===== config.mk =====
export PLATFORM = sky130hd
export DESIGN_NAME = axi_sync_bridge_flat
export DESIGN_NICKNAME = d
export VERILOG_FILES = /design/src/rtl/axi_sync_bridge_if.sv /design/src/rtl/axi_sync_bridge.sv /design/src/flat_wrapper.sv
export SDC_FILE = /design/constraint.sdc
export NUM_CORES = 1
export LEC_CHECK = 0
export ABC_AREA = 1
export CAP_MARGIN = 20
export CORE_AREA = 2 2 256 258
export CTS_BUF_LIST = sky130_fd_sc_hd__clkbuf_16
export DETAILED_ROUTE_END_ITERATION = 8
export DIE_AREA = 0 0 258 260
export PLACE_DENSITY = 0.79
export REMOVE_ABC_BUFFERS = 1
export SLEW_MARGIN = 20
export SYNTH_ARGS = -nofsm -noshare
export SYNTH_HDL_FRONTEND = slang
export SYNTH_HIERARCHICAL = 1
export SYNTH_SLANG_ARGS = --single-unit

===== constraint.sdc =====
create_clock -name clk -period 3.3 [get_ports clk]
set_clock_uncertainty 0.15 [all_clocks]
set_input_delay 0.33 -clock clk [delete_from_list [all_inputs] [get_ports clk]]
set_output_delay 0.33 -clock clk [all_outputs]
set_load 0.005 [all_outputs]

===== src/rtl/axi_sync_bridge_if.sv =====
// AXI channel bundle shared by both sides of axi_sync_bridge.
// R carries no last flag: the bridge derives it from arlen.
interface axi_interface #(
    parameter int ADDR_WIDTH = 32,
    parameter int DATA_WIDTH = 32
);
    logic [ADDR_WIDTH-1:0] awaddr;
    logic [7:0]            awlen;
    logic                  awvalid;
    logic                  awready;
    logic [DATA_WIDTH-1:0] wdata;
    logic                  wlast;
    logic                  wvalid;
    logic                  wready;
    logic                  bresp;
    logic                  bvalid;
    logic                  bready;
    logic [ADDR_WIDTH-1:0] araddr;
    logic [7:0]            arlen;
    logic                  arvalid;
    logic                  arready;
    logic [DATA_WIDTH-1:0] rdata;
    logic                  rvalid;
    logic                  rready;

    modport master (
        output awaddr, awlen, awvalid, input awready,
        output wdata, wlast, wvalid, input wready,
        input bresp, bvalid, output bready,
        output araddr, arlen, arvalid, input arready,
        input rdata, rvalid, output rready
    );

    modport slave (
        input awaddr, awlen, awvalid, output awready,
        input wdata, wlast, wvalid, output wready,
        output bresp, bvalid, input bready,
        input araddr, arlen, arvalid, output arready,
        output rdata, rvalid, input rready
    );
endinterface


===== src/rtl/axi_sync_bridge.sv =====
// Single-clock AXI buffering bridge: one FIFO per channel, outstanding-burst limits,
// R last-beat generation from arlen. Optional counters under AXI_SYNC_BRIDGE_PERF_EN.
module axi_sync_bridge_fifo #(
    parameter int WIDTH = 8,
    parameter int DEPTH = 2
) (
    input  logic             clk_i,
    input  logic             reset_i,
    input  logic             push_i,
    input  logic [WIDTH-1:0] din_i,
    input  logic             pop_i,
    output logic [WIDTH-1:0] dout_o,
    output logic             full_o,
    output logic             empty_o
);
    localparam int PW = (DEPTH > 1) ? $clog2(DEPTH) : 1;
    localparam int CW = $clog2(DEPTH + 1);
    localparam logic [PW-1:0] LAST_PTR = PW'(DEPTH - 1);
    localparam logic [CW-1:0] FULL_CNT = CW'(DEPTH);

    logic [WIDTH-1:0] mem_q [DEPTH];
    logic [PW-1:0]    wr_ptr_q, wr_ptr_d, rd_ptr_q, rd_ptr_d;
    logic [CW-1:0]    count_q, count_d;
    logic             full_q, full_d, empty_q, empty_d;
    logic             do_push, do_pop;

    always_comb begin
        do_push  = push_i && !full_q;
        do_pop   = pop_i && !empty_q;
        wr_ptr_d = wr_ptr_q;
        rd_ptr_d = rd_ptr_q;
        count_d  = count_q;
        if (do_push) wr_ptr_d = (wr_ptr_q == LAST_PTR) ? '0 : wr_ptr_q + 1'b1;
        if (do_pop)  rd_ptr_d = (rd_ptr_q == LAST_PTR) ? '0 : rd_ptr_q + 1'b1;
        if (do_push && !do_pop)      count_d = count_q + 1'b1;
        else if (do_pop && !do_push) count_d = count_q - 1'b1;
        full_d  = (count_d == FULL_CNT);
        empty_d = (count_d == '0);
    end

    always_ff @(posedge clk_i) begin
        if (reset_i) begin
            wr_ptr_q <= '0;
            rd_ptr_q <= '0;
            count_q  <= '0;
            full_q   <= 1'b0;
            empty_q  <= 1'b1;
        end else begin
            wr_ptr_q <= wr_ptr_d;
            rd_ptr_q <= rd_ptr_d;
            count_q  <= count_d;
            full_q   <= full_d;
            empty_q  <= empty_d;
        end
    end

    always_ff @(posedge clk_i) begin
        if (do_push) mem_q[wr_ptr_q] <= din_i;
    end

    assign dout_o  = mem_q[rd_ptr_q];
    assign full_o  = full_q;
    assign empty_o = empty_q;
endmodule

module axi_sync_bridge #(
    parameter int ADDR_WIDTH          = 32,
    parameter int DATA_WIDTH          = 32,
    parameter int CONTROL_FIFO_LENGTH = 2,
    parameter int DATA_FIFO_LENGTH    = 8,
    parameter int MAX_OUTSTANDING     = 4
) (
    input  logic         clk,
    input  logic         reset,
    axi_interface.slave  axi_bus_s,
    axi_interface.master axi_bus_m,
    output logic         read_last_s
`ifdef AXI_SYNC_BRIDGE_PERF_EN
    ,
    output logic [31:0]  perf_read_bursts,
    output logic [31:0]  perf_write_bursts
`endif
);
    localparam int AXW = ADDR_WIDTH + 8;
    localparam int WW  = DATA_WIDTH + 1;
    localparam logic [7:0] MAX_OUT = 8'(MAX_OUTSTANDING);

    logic           aw_full, aw_empty, w_full, w_empty, b_full, b_empty;
    logic           ar_full, ar_empty, r_full, r_empty, len_full, len_empty;
    logic [AXW-1:0] aw_dout, ar_dout;
    logic [WW-1:0]  w_dout;
    logic           b_dout;
    logic [7:0]     len_head;
    logic [7:0]     wr_out_q, wr_out_d, rd_out_q, rd_out_d, beat_q, beat_d;
    logic           aw_hs_s, b_hs_s, ar_hs_s, r_hs_s, last_hs;

    function automatic logic [7:0] step_count(input logic [7:0] cur, input logic inc, input logic dec);
        if (inc && !dec) return cur + 8'd1;
        if (dec && !inc && cur != 8'd0) return cur - 8'd1;
        return cur;
    endfunction

    // Write channels
    assign axi_bus_s.awready = !aw_full && (wr_out_q < MAX_OUT);
    assign aw_hs_s           = axi_bus_s.awvalid && axi_bus_s.awready;
    assign axi_bus_m.awvalid = !aw_empty;
    assign {axi_bus_m.awaddr, axi_bus_m.awlen} = aw_dout;

    axi_sync_bridge_fifo #(.WIDTH(AXW), .DEPTH(CONTROL_FIFO_LENGTH)) u_aw_fifo (
        .clk_i(clk), .reset_i(reset), .push_i(aw_hs_s),
        .din_i({axi_bus_s.awaddr, axi_bus_s.awlen}),
        .pop_i(axi_bus_m.awready), .dout_o(aw_dout), .full_o(aw_full), .empty_o(aw_empty)
    );

    assign axi_bus_s.wready = !w_full;
    assign axi_bus_m.wvalid = !w_empty;
    assign {axi_bus_m.wdata, axi_bus_m.wlast} = w_dout;

    axi_sync_bridge_fifo #(.WIDTH(WW), .DEPTH(DATA_FIFO_LENGTH)) u_w_fifo (
        .clk_i(clk), .reset_i(reset), .push_i(axi_bus_s.wvalid),
        .din_i({axi_bus_s.wdata, axi_bus_s.wlast}),
        .pop_i(axi_bus_m.wready), .dout_o(w_dout), .full_o(w_full), .empty_o(w_empty)
    );

    assign axi_bus_m.bready = !b_full;
    assign axi_bus_s.bvalid = !b_empty;
    assign axi_bus_s.bresp  = b_dout;
    assign b_hs_s           = axi_bus_s.bvalid && axi_bus_s.bready;

    axi_sync_bridge_fifo #(.WIDTH(1), .DEPTH(CONTROL_FIFO_LENGTH)) u_b_fifo (
        .clk_i(clk), .reset_i(reset), .push_i(axi_bus_m.bvalid), .din_i(axi_bus_m.bresp),
        .pop_i(axi_bus_s.bready), .dout_o(b_dout), .full_o(b_full), .empty_o(b_empty)
    );

    // Read channels; len_full never asserts while rd_out is below the limit
    assign axi_bus_s.arready = !ar_full && !len_full && (rd_out_q < MAX_OUT);
    assign ar_hs_s           = axi_bus_s.arvalid && axi_bus_s.arready;
    assign axi_bus_m.arvalid = !ar_empty;
    assign {axi_bus_m.araddr, axi_bus_m.arlen} = ar_dout;

    axi_sync_bridge_fifo #(.WIDTH(AXW), .DEPTH(CONTROL_FIFO_LENGTH)) u_ar_fifo (
        .clk_i(clk), .reset_i(reset), .push_i(ar_hs_s),
        .din_i({axi_bus_s.araddr, axi_bus_s.arlen}),
        .pop_i(axi_bus_m.arready), .dout_o(ar_dout), .full_o(ar_full), .empty_o(ar_empty)
    );

    assign axi_bus_m.rready = !r_full;
    assign axi_bus_s.rvalid = !r_empty;
    assign r_hs_s           = axi_bus_s.rvalid && axi_bus_s.rready;

    axi_sync_bridge_fifo #(.WIDTH(DATA_WIDTH), .DEPTH(DATA_FIFO_LENGTH)) u_r_fifo (
        .clk_i(clk), .reset_i(reset), .push_i(axi_bus_m.rvalid), .din_i(axi_bus_m.rdata),
        .pop_i(axi_bus_s.rready), .dout_o(axi_bus_s.rdata), .full_o(r_full), .empty_o(r_empty)
    );

    axi_sync_bridge_fifo #(.WIDTH(8), .DEPTH(MAX_OUTSTANDING)) u_len_fifo (
        .clk_i(clk), .reset_i(reset), .push_i(ar_hs_s), .din_i(axi_bus_s.arlen),
        .pop_i(last_hs), .dout_o(len_head), .full_o(len_full), .empty_o(len_empty)
    );

    assign read_last_s = axi_bus_s.rvalid && !len_empty && (beat_q == len_head);
    assign last_hs     = r_hs_s && read_last_s;

    always_comb begin
        wr_out_d = step_count(wr_out_q, aw_hs_s, b_hs_s);
        rd_out_d = step_count(rd_out_q, ar_hs_s, last_hs);
        beat_d   = beat_q;
        if (last_hs)     beat_d = 8'd0;
        else if (r_hs_s) beat_d = beat_q + 8'd1;
    end

    always_ff @(posedge clk) begin
        if (reset) begin
            wr_out_q <= 8'd0;
            rd_out_q <= 8'd0;
            beat_q   <= 8'd0;
        end else begin
            wr_out_q <= wr_out_d;
            rd_out_q <= rd_out_d;
            beat_q   <= beat_d;
        end
    end

`ifdef AXI_SYNC_BRIDGE_PERF_EN
    logic [31:0] perf_rd_q, perf_wr_q;

    always_ff @(posedge clk) begin
        if (reset) begin
            perf_rd_q <= 32'd0;
            perf_wr_q <= 32'd0;
        end else begin
            if (last_hs) perf_rd_q <= perf_rd_q + 32'd1;
            if (b_hs_s)  perf_wr_q <= perf_wr_q + 32'd1;
        end
    end

    assign perf_read_bursts  = perf_rd_q;
    assign perf_write_bursts = perf_wr_q;
`endif
endmodule

===== src/flat_wrapper.sv =====
// flat-port wrapper written by rule: the top's interface ports become plain ports
module axi_sync_bridge_flat 
#(
    parameter int ADDR_WIDTH          = 32,
    parameter int DATA_WIDTH          = 32,
    parameter int CONTROL_FIFO_LENGTH = 2,
    parameter int DATA_FIFO_LENGTH    = 8,
    parameter int MAX_OUTSTANDING     = 4
)
  (clk, reset, read_last_s, axi_bus_s_awaddr, axi_bus_s_awlen, axi_bus_s_awvalid, axi_bus_s_awready, axi_bus_s_wdata, axi_bus_s_wlast, axi_bus_s_wvalid, axi_bus_s_wready, axi_bus_s_bresp, axi_bus_s_bvalid, axi_bus_s_bready, axi_bus_s_araddr, axi_bus_s_arlen, axi_bus_s_arvalid, axi_bus_s_arready, axi_bus_s_rdata, axi_bus_s_rvalid, axi_bus_s_rready, axi_bus_m_awaddr, axi_bus_m_awlen, axi_bus_m_awvalid, axi_bus_m_awready, axi_bus_m_wdata, axi_bus_m_wlast, axi_bus_m_wvalid, axi_bus_m_wready, axi_bus_m_bresp, axi_bus_m_bvalid, axi_bus_m_bready, axi_bus_m_araddr, axi_bus_m_arlen, axi_bus_m_arvalid, axi_bus_m_arready, axi_bus_m_rdata, axi_bus_m_rvalid, axi_bus_m_rready);
  axi_interface #(.ADDR_WIDTH(ADDR_WIDTH), .DATA_WIDTH(DATA_WIDTH)) axi_bus_s_i ();
  axi_interface #(.ADDR_WIDTH(ADDR_WIDTH), .DATA_WIDTH(DATA_WIDTH)) axi_bus_m_i ();
  input  logic clk;
  input  logic reset;
  output logic read_last_s;
  input wire logic [$bits(axi_bus_s_i.awaddr)-1:0] axi_bus_s_awaddr;
  input wire logic [$bits(axi_bus_s_i.awlen)-1:0] axi_bus_s_awlen;
  input wire logic [$bits(axi_bus_s_i.awvalid)-1:0] axi_bus_s_awvalid;
  output wire logic [$bits(axi_bus_s_i.awready)-1:0] axi_bus_s_awready;
  input wire logic [$bits(axi_bus_s_i.wdata)-1:0] axi_bus_s_wdata;
  input wire logic [$bits(axi_bus_s_i.wlast)-1:0] axi_bus_s_wlast;
  input wire logic [$bits(axi_bus_s_i.wvalid)-1:0] axi_bus_s_wvalid;
  output wire logic [$bits(axi_bus_s_i.wready)-1:0] axi_bus_s_wready;
  output wire logic [$bits(axi_bus_s_i.bresp)-1:0] axi_bus_s_bresp;
  output wire logic [$bits(axi_bus_s_i.bvalid)-1:0] axi_bus_s_bvalid;
  input wire logic [$bits(axi_bus_s_i.bready)-1:0] axi_bus_s_bready;
  input wire logic [$bits(axi_bus_s_i.araddr)-1:0] axi_bus_s_araddr;
  input wire logic [$bits(axi_bus_s_i.arlen)-1:0] axi_bus_s_arlen;
  input wire logic [$bits(axi_bus_s_i.arvalid)-1:0] axi_bus_s_arvalid;
  output wire logic [$bits(axi_bus_s_i.arready)-1:0] axi_bus_s_arready;
  output wire logic [$bits(axi_bus_s_i.rdata)-1:0] axi_bus_s_rdata;
  output wire logic [$bits(axi_bus_s_i.rvalid)-1:0] axi_bus_s_rvalid;
  input wire logic [$bits(axi_bus_s_i.rready)-1:0] axi_bus_s_rready;
  output wire logic [$bits(axi_bus_m_i.awaddr)-1:0] axi_bus_m_awaddr;
  output wire logic [$bits(axi_bus_m_i.awlen)-1:0] axi_bus_m_awlen;
  output wire logic [$bits(axi_bus_m_i.awvalid)-1:0] axi_bus_m_awvalid;
  input wire logic [$bits(axi_bus_m_i.awready)-1:0] axi_bus_m_awready;
  output wire logic [$bits(axi_bus_m_i.wdata)-1:0] axi_bus_m_wdata;
  output wire logic [$bits(axi_bus_m_i.wlast)-1:0] axi_bus_m_wlast;
  output wire logic [$bits(axi_bus_m_i.wvalid)-1:0] axi_bus_m_wvalid;
  input wire logic [$bits(axi_bus_m_i.wready)-1:0] axi_bus_m_wready;
  input wire logic [$bits(axi_bus_m_i.bresp)-1:0] axi_bus_m_bresp;
  input wire logic [$bits(axi_bus_m_i.bvalid)-1:0] axi_bus_m_bvalid;
  output wire logic [$bits(axi_bus_m_i.bready)-1:0] axi_bus_m_bready;
  output wire logic [$bits(axi_bus_m_i.araddr)-1:0] axi_bus_m_araddr;
  output wire logic [$bits(axi_bus_m_i.arlen)-1:0] axi_bus_m_arlen;
  output wire logic [$bits(axi_bus_m_i.arvalid)-1:0] axi_bus_m_arvalid;
  input wire logic [$bits(axi_bus_m_i.arready)-1:0] axi_bus_m_arready;
  input wire logic [$bits(axi_bus_m_i.rdata)-1:0] axi_bus_m_rdata;
  input wire logic [$bits(axi_bus_m_i.rvalid)-1:0] axi_bus_m_rvalid;
  output wire logic [$bits(axi_bus_m_i.rready)-1:0] axi_bus_m_rready;
  assign axi_bus_s_i.awaddr = axi_bus_s_awaddr;
  assign axi_bus_s_i.awlen = axi_bus_s_awlen;
  assign axi_bus_s_i.awvalid = axi_bus_s_awvalid;
  assign axi_bus_s_awready = axi_bus_s_i.awready;
  assign axi_bus_s_i.wdata = axi_bus_s_wdata;
  assign axi_bus_s_i.wlast = axi_bus_s_wlast;
  assign axi_bus_s_i.wvalid = axi_bus_s_wvalid;
  assign axi_bus_s_wready = axi_bus_s_i.wready;
  assign axi_bus_s_bresp = axi_bus_s_i.bresp;
  assign axi_bus_s_bvalid = axi_bus_s_i.bvalid;
  assign axi_bus_s_i.bready = axi_bus_s_bready;
  assign axi_bus_s_i.araddr = axi_bus_s_araddr;
  assign axi_bus_s_i.arlen = axi_bus_s_arlen;
  assign axi_bus_s_i.arvalid = axi_bus_s_arvalid;
  assign axi_bus_s_arready = axi_bus_s_i.arready;
  assign axi_bus_s_rdata = axi_bus_s_i.rdata;
  assign axi_bus_s_rvalid = axi_bus_s_i.rvalid;
  assign axi_bus_s_i.rready = axi_bus_s_rready;
  assign axi_bus_m_awaddr = axi_bus_m_i.awaddr;
  assign axi_bus_m_awlen = axi_bus_m_i.awlen;
  assign axi_bus_m_awvalid = axi_bus_m_i.awvalid;
  assign axi_bus_m_i.awready = axi_bus_m_awready;
  assign axi_bus_m_wdata = axi_bus_m_i.wdata;
  assign axi_bus_m_wlast = axi_bus_m_i.wlast;
  assign axi_bus_m_wvalid = axi_bus_m_i.wvalid;
  assign axi_bus_m_i.wready = axi_bus_m_wready;
  assign axi_bus_m_i.bresp = axi_bus_m_bresp;
  assign axi_bus_m_i.bvalid = axi_bus_m_bvalid;
  assign axi_bus_m_bready = axi_bus_m_i.bready;
  assign axi_bus_m_araddr = axi_bus_m_i.araddr;
  assign axi_bus_m_arlen = axi_bus_m_i.arlen;
  assign axi_bus_m_arvalid = axi_bus_m_i.arvalid;
  assign axi_bus_m_i.arready = axi_bus_m_arready;
  assign axi_bus_m_i.rdata = axi_bus_m_rdata;
  assign axi_bus_m_i.rvalid = axi_bus_m_rvalid;
  assign axi_bus_m_rready = axi_bus_m_i.rready;
  axi_sync_bridge #(.ADDR_WIDTH(ADDR_WIDTH), .DATA_WIDTH(DATA_WIDTH), .CONTROL_FIFO_LENGTH(CONTROL_FIFO_LENGTH), .DATA_FIFO_LENGTH(DATA_FIFO_LENGTH), .MAX_OUTSTANDING(MAX_OUTSTANDING)) u_core (.clk(clk), .reset(reset), .axi_bus_s(axi_bus_s_i), .axi_bus_m(axi_bus_m_i), .read_last_s(read_last_s));
endmodule

==> results.md <==
* M3 GR Usage at 4.09%
* Most common cell after layout, fill and taps aside: edfxtp_1
* Setup Viol. Count Final at 0
* Share of the synthesized area in the top cell type at 67.2%
* Reg2Reg Depth at 20
* Crit share post-route at 95.3%
* Final min period at 3150 ps
* Reg-to-reg slack, setup at 660 ps
* Worst Path Required at 2820 ps
* DR WL/cell at 19.5 um
* Register bit count reported by yosys at 800
* Clk root buf: clkbuf_16
* Initial antenna violation count at 8
* Tightest Pin Transition at 806 ps
* Slew HR at 46.1%
* Clock Tree Buf Depth at 3
* DRC errors left at 0
* Post-synth EDFFs at 714
* Fillers at 4610
* First-pass GRT wire length at 108000 um
* Post-Synthesis Cells at 2322
* Initial Utilization at 49.8%
* CTS tree: built
* Via count at 19600
* Slew Limit Fails at 0
* Inst Count DP at 3435
* Met1 usage at 25.4%
* Syn Std Cell Area at 0.0319 sq mm
* Grt met2 use at 35.4%
* Max-Cap Viols at 0
* Clock power share at 32.4%
* Final ANT Viol Nets at 0
* H-tree Lvls at 3
* Cell Area, Placed at 0.0360 sq mm
* Worst-Skew Late Latency at 620 ps
* Total track usage at 20.5%
* # nets final at 2852
* Yosys cell types at 41
* Port buffer count at 314
* Dpl hpwl at 40200 um
* CTS Sinks at 800
* CP max FO at 48
* Pin count of the biggest net entering global routing at 70
* Hold Violations, Final at 0
* Sw frac at 26.9%
* Die Area at 0.0671 sq mm
* GPL Wtd Cong at 0.810
* First-pass iteration count of the detailed router at 8
* Fraction of registers with async set/reset at 0%
* Comb power frac at 21.9%
* Worst Hold End: u_core/u_aw_fifo/mem_q[0][1]
* P_sw at 7500 uW
* Io pins at 315
* Clock Pin Slew Worst Setup and Hold Paths at 60 ps
* Post-route cell area at 0.0388 sq mm
* Max VDD drop at 0.000407 V
* Power per cell area at 719 mW/mm^2
* DR vias/cell at 5.45
* Peak Freq at 0.318 GHz
* CP startpoint kind: register
* Status: finished clean
* Leak at 0.0136 uW
* Die H at 260 um
* Biggest area consumer among synthesized cells: edfxtp_1
* Sequential share of the synthesized area at 72.6%
* Syn avg cell area at 13.7 sq um
* # rows at 93
* Worst Hold Launch: axi_bus_s_awlen[1]
* Share of layout cells above drive strength 1 at 12.2%
* Reg power frac at 45.6%
* Initial DRC count at 1702
* Top FF cell, synth: edfxtp_1
* Multi-input gate area at 0.00765 sq mm
* Register area at 0.0232 sq mm
* Worst Hold Depth at 1
* CP endpoint kind: primary output
* CTS Buf Count at 82
* CORE AREA at 0.0641 sq mm
* RSZ-0062 raised after global routing: no
* Crit path kind: register to primary output
* Post-Route WL at 70100 um
* Layout area overhead at 21.5%
* Fin cells at 3598
* GRT busiest layer: met2
* Synth warnings at 6
* Int Pwr at 20400 uW
* Commonest cells after routing, fill and taps aside: edfxtp_1, nand2_1, clkdlybuf4s50_1
* Utilization after layout at 60.5%
* RR Endpoint: u_core/u_len_fifo/empty_o
* Type of the worst min-delay path: primary input to register
* Die width at 258 um
* Vias in the first global route at 20300
* Top post-synthesis cells by area: edfxtp_1, dfxtp_1, mux2i_1
* GRT overflow at 0
* Worst path arrival time at 2670 ps
==> layout make-up <==
| cell class | count | area share [%] |
|---|---|---|
| timing repair buffer | 359 | 9.55 |
| clock buffer | 84 | 5.42 |
| multi-input combinational | 1300 | 19.7 |
| inverter | 125 | 1.22 |
| clock inverter | 69 | 1.48 |
| antenna | 6 | 0.0387 |
| sequential | 800 | 59.8 |
| tap | 855 | 2.76 |
==> worst max-delay path by stage <==
stage	endpoint	cells after the start
4_1_cts	axi_bus_m_wdata[0]	6
6_report	axi_bus_s_rdata[25]	6
3_5_place_dp	u_core/u_len_fifo/empty_o	19
5_1_grt	axi_bus_s_rdata[25]	6
3_3_place_gp	u_core/u_len_fifo/empty_o	19
2_1_floorplan	axi_bus_m_wdata[0]	5
==> metrics by stage <==
| step | total power [uW] | hold slack [ps] | worst slack, ps | setup TNS [ps] |
|---|---|---|---|---|
| 2_1_floorplan | 16100 | 242 | -2360 | -146270 |
| 3_3_place_gp | 18700 | 302 | 623 | 0 |
| 3_5_place_dp | 19000 | 307 | 480 | 0 |
| 4_1_cts | 28100 | 90.6 | 11.7 | 0 |
| 5_1_grt | 29100 | 107 | 6.86 | 0 |
| 6_report | 27900 | 134 | 154 | 0 |
==> critical path, cell delays in order, from the launching register on <==
cell and delay [ps]:
dfxtp_4 550, bufbuf_16 500, o21ai_0 140, o22ai_1 170, nand2_1 70, nand2_1 90, clkdlybuf4s50_1 500
==> cells by family after synthesis <==
logic type      share of synthesized area, %
xor+xnor                               0.604
fa+ha+maj                               1.02
mux                                     6.94
compound gates                          5.93
simple gates                            9.28
flops                                   72.6
buf+inv                                 3.62
==> routing by layer <==
layer  share of wire, %  up-vias
li1                   -     9121
met1                 39     9601
met2                 51      745
met3                7.1      121
met4                2.5        4
met5              0.031        -
==> cell usage after synthesis, types with 6 or more instances <==
cell type	instances
o21ai_0	140
buf_4	13
buf_12	8
nand2_2	14
buf_2	25
clkbuf_1	29
nor2_1	236
a21oi_1	27
nand3_2	10
xor2_1	12
mux2i_1	130
nor2_2	17
dfxtp_1	86
mux2_2	81
buf_6	10
nor3_1	6
xnor2_1	10
ha_1	26
o21ai_1	23
nand2_1	344
o22ai_1	139
nand3_1	55
inv_1	113
nand3b_1	6
buf_1	8
edfxtp_1	714
inv_2	12
==> timing repair <==
action	4_1_cts	5_1_grt
cloned	1	0
pin swaps	0	0
setup buffers	1	1
gates resized for setup	3	5
hold buffers	1	0
endpoints found under the hold margin	2	0
setup endpoints to repair	23	13
==> power groups by stage <==
stage | sequential (uW) | clock, uW | combinational, uW
after floorplan | 13000 | 0 | 3040
after global placement | 12900 | 0 | 5830
after detailed placement | 13000 | 0 | 6010
after CTS | 12700 | 9230 | 6130
after global routing | 12800 | 9630 | 6640
final | 12700 | 9040 | 6120
==> state kept, by name (all words and copies together) (netlist names), 4 cells and up, named ones only <==
name                     count
u_core/rd_out_q              8
u_core/u_w_fifo/mem_q      264
u_core/u_len_fifo/mem_q     32
u_core/u_ar_fifo/mem_q      80
u_core/u_r_fifo/count_q      4
u_core/u_r_fifo/mem_q      256
u_core/u_aw_fifo/mem_q      80
u_core/u_w_fifo/count_q      4
u_core/beat_q                8
u_core/wr_out_q              8
Note: power is estimated with default switching activity, not from simulation.
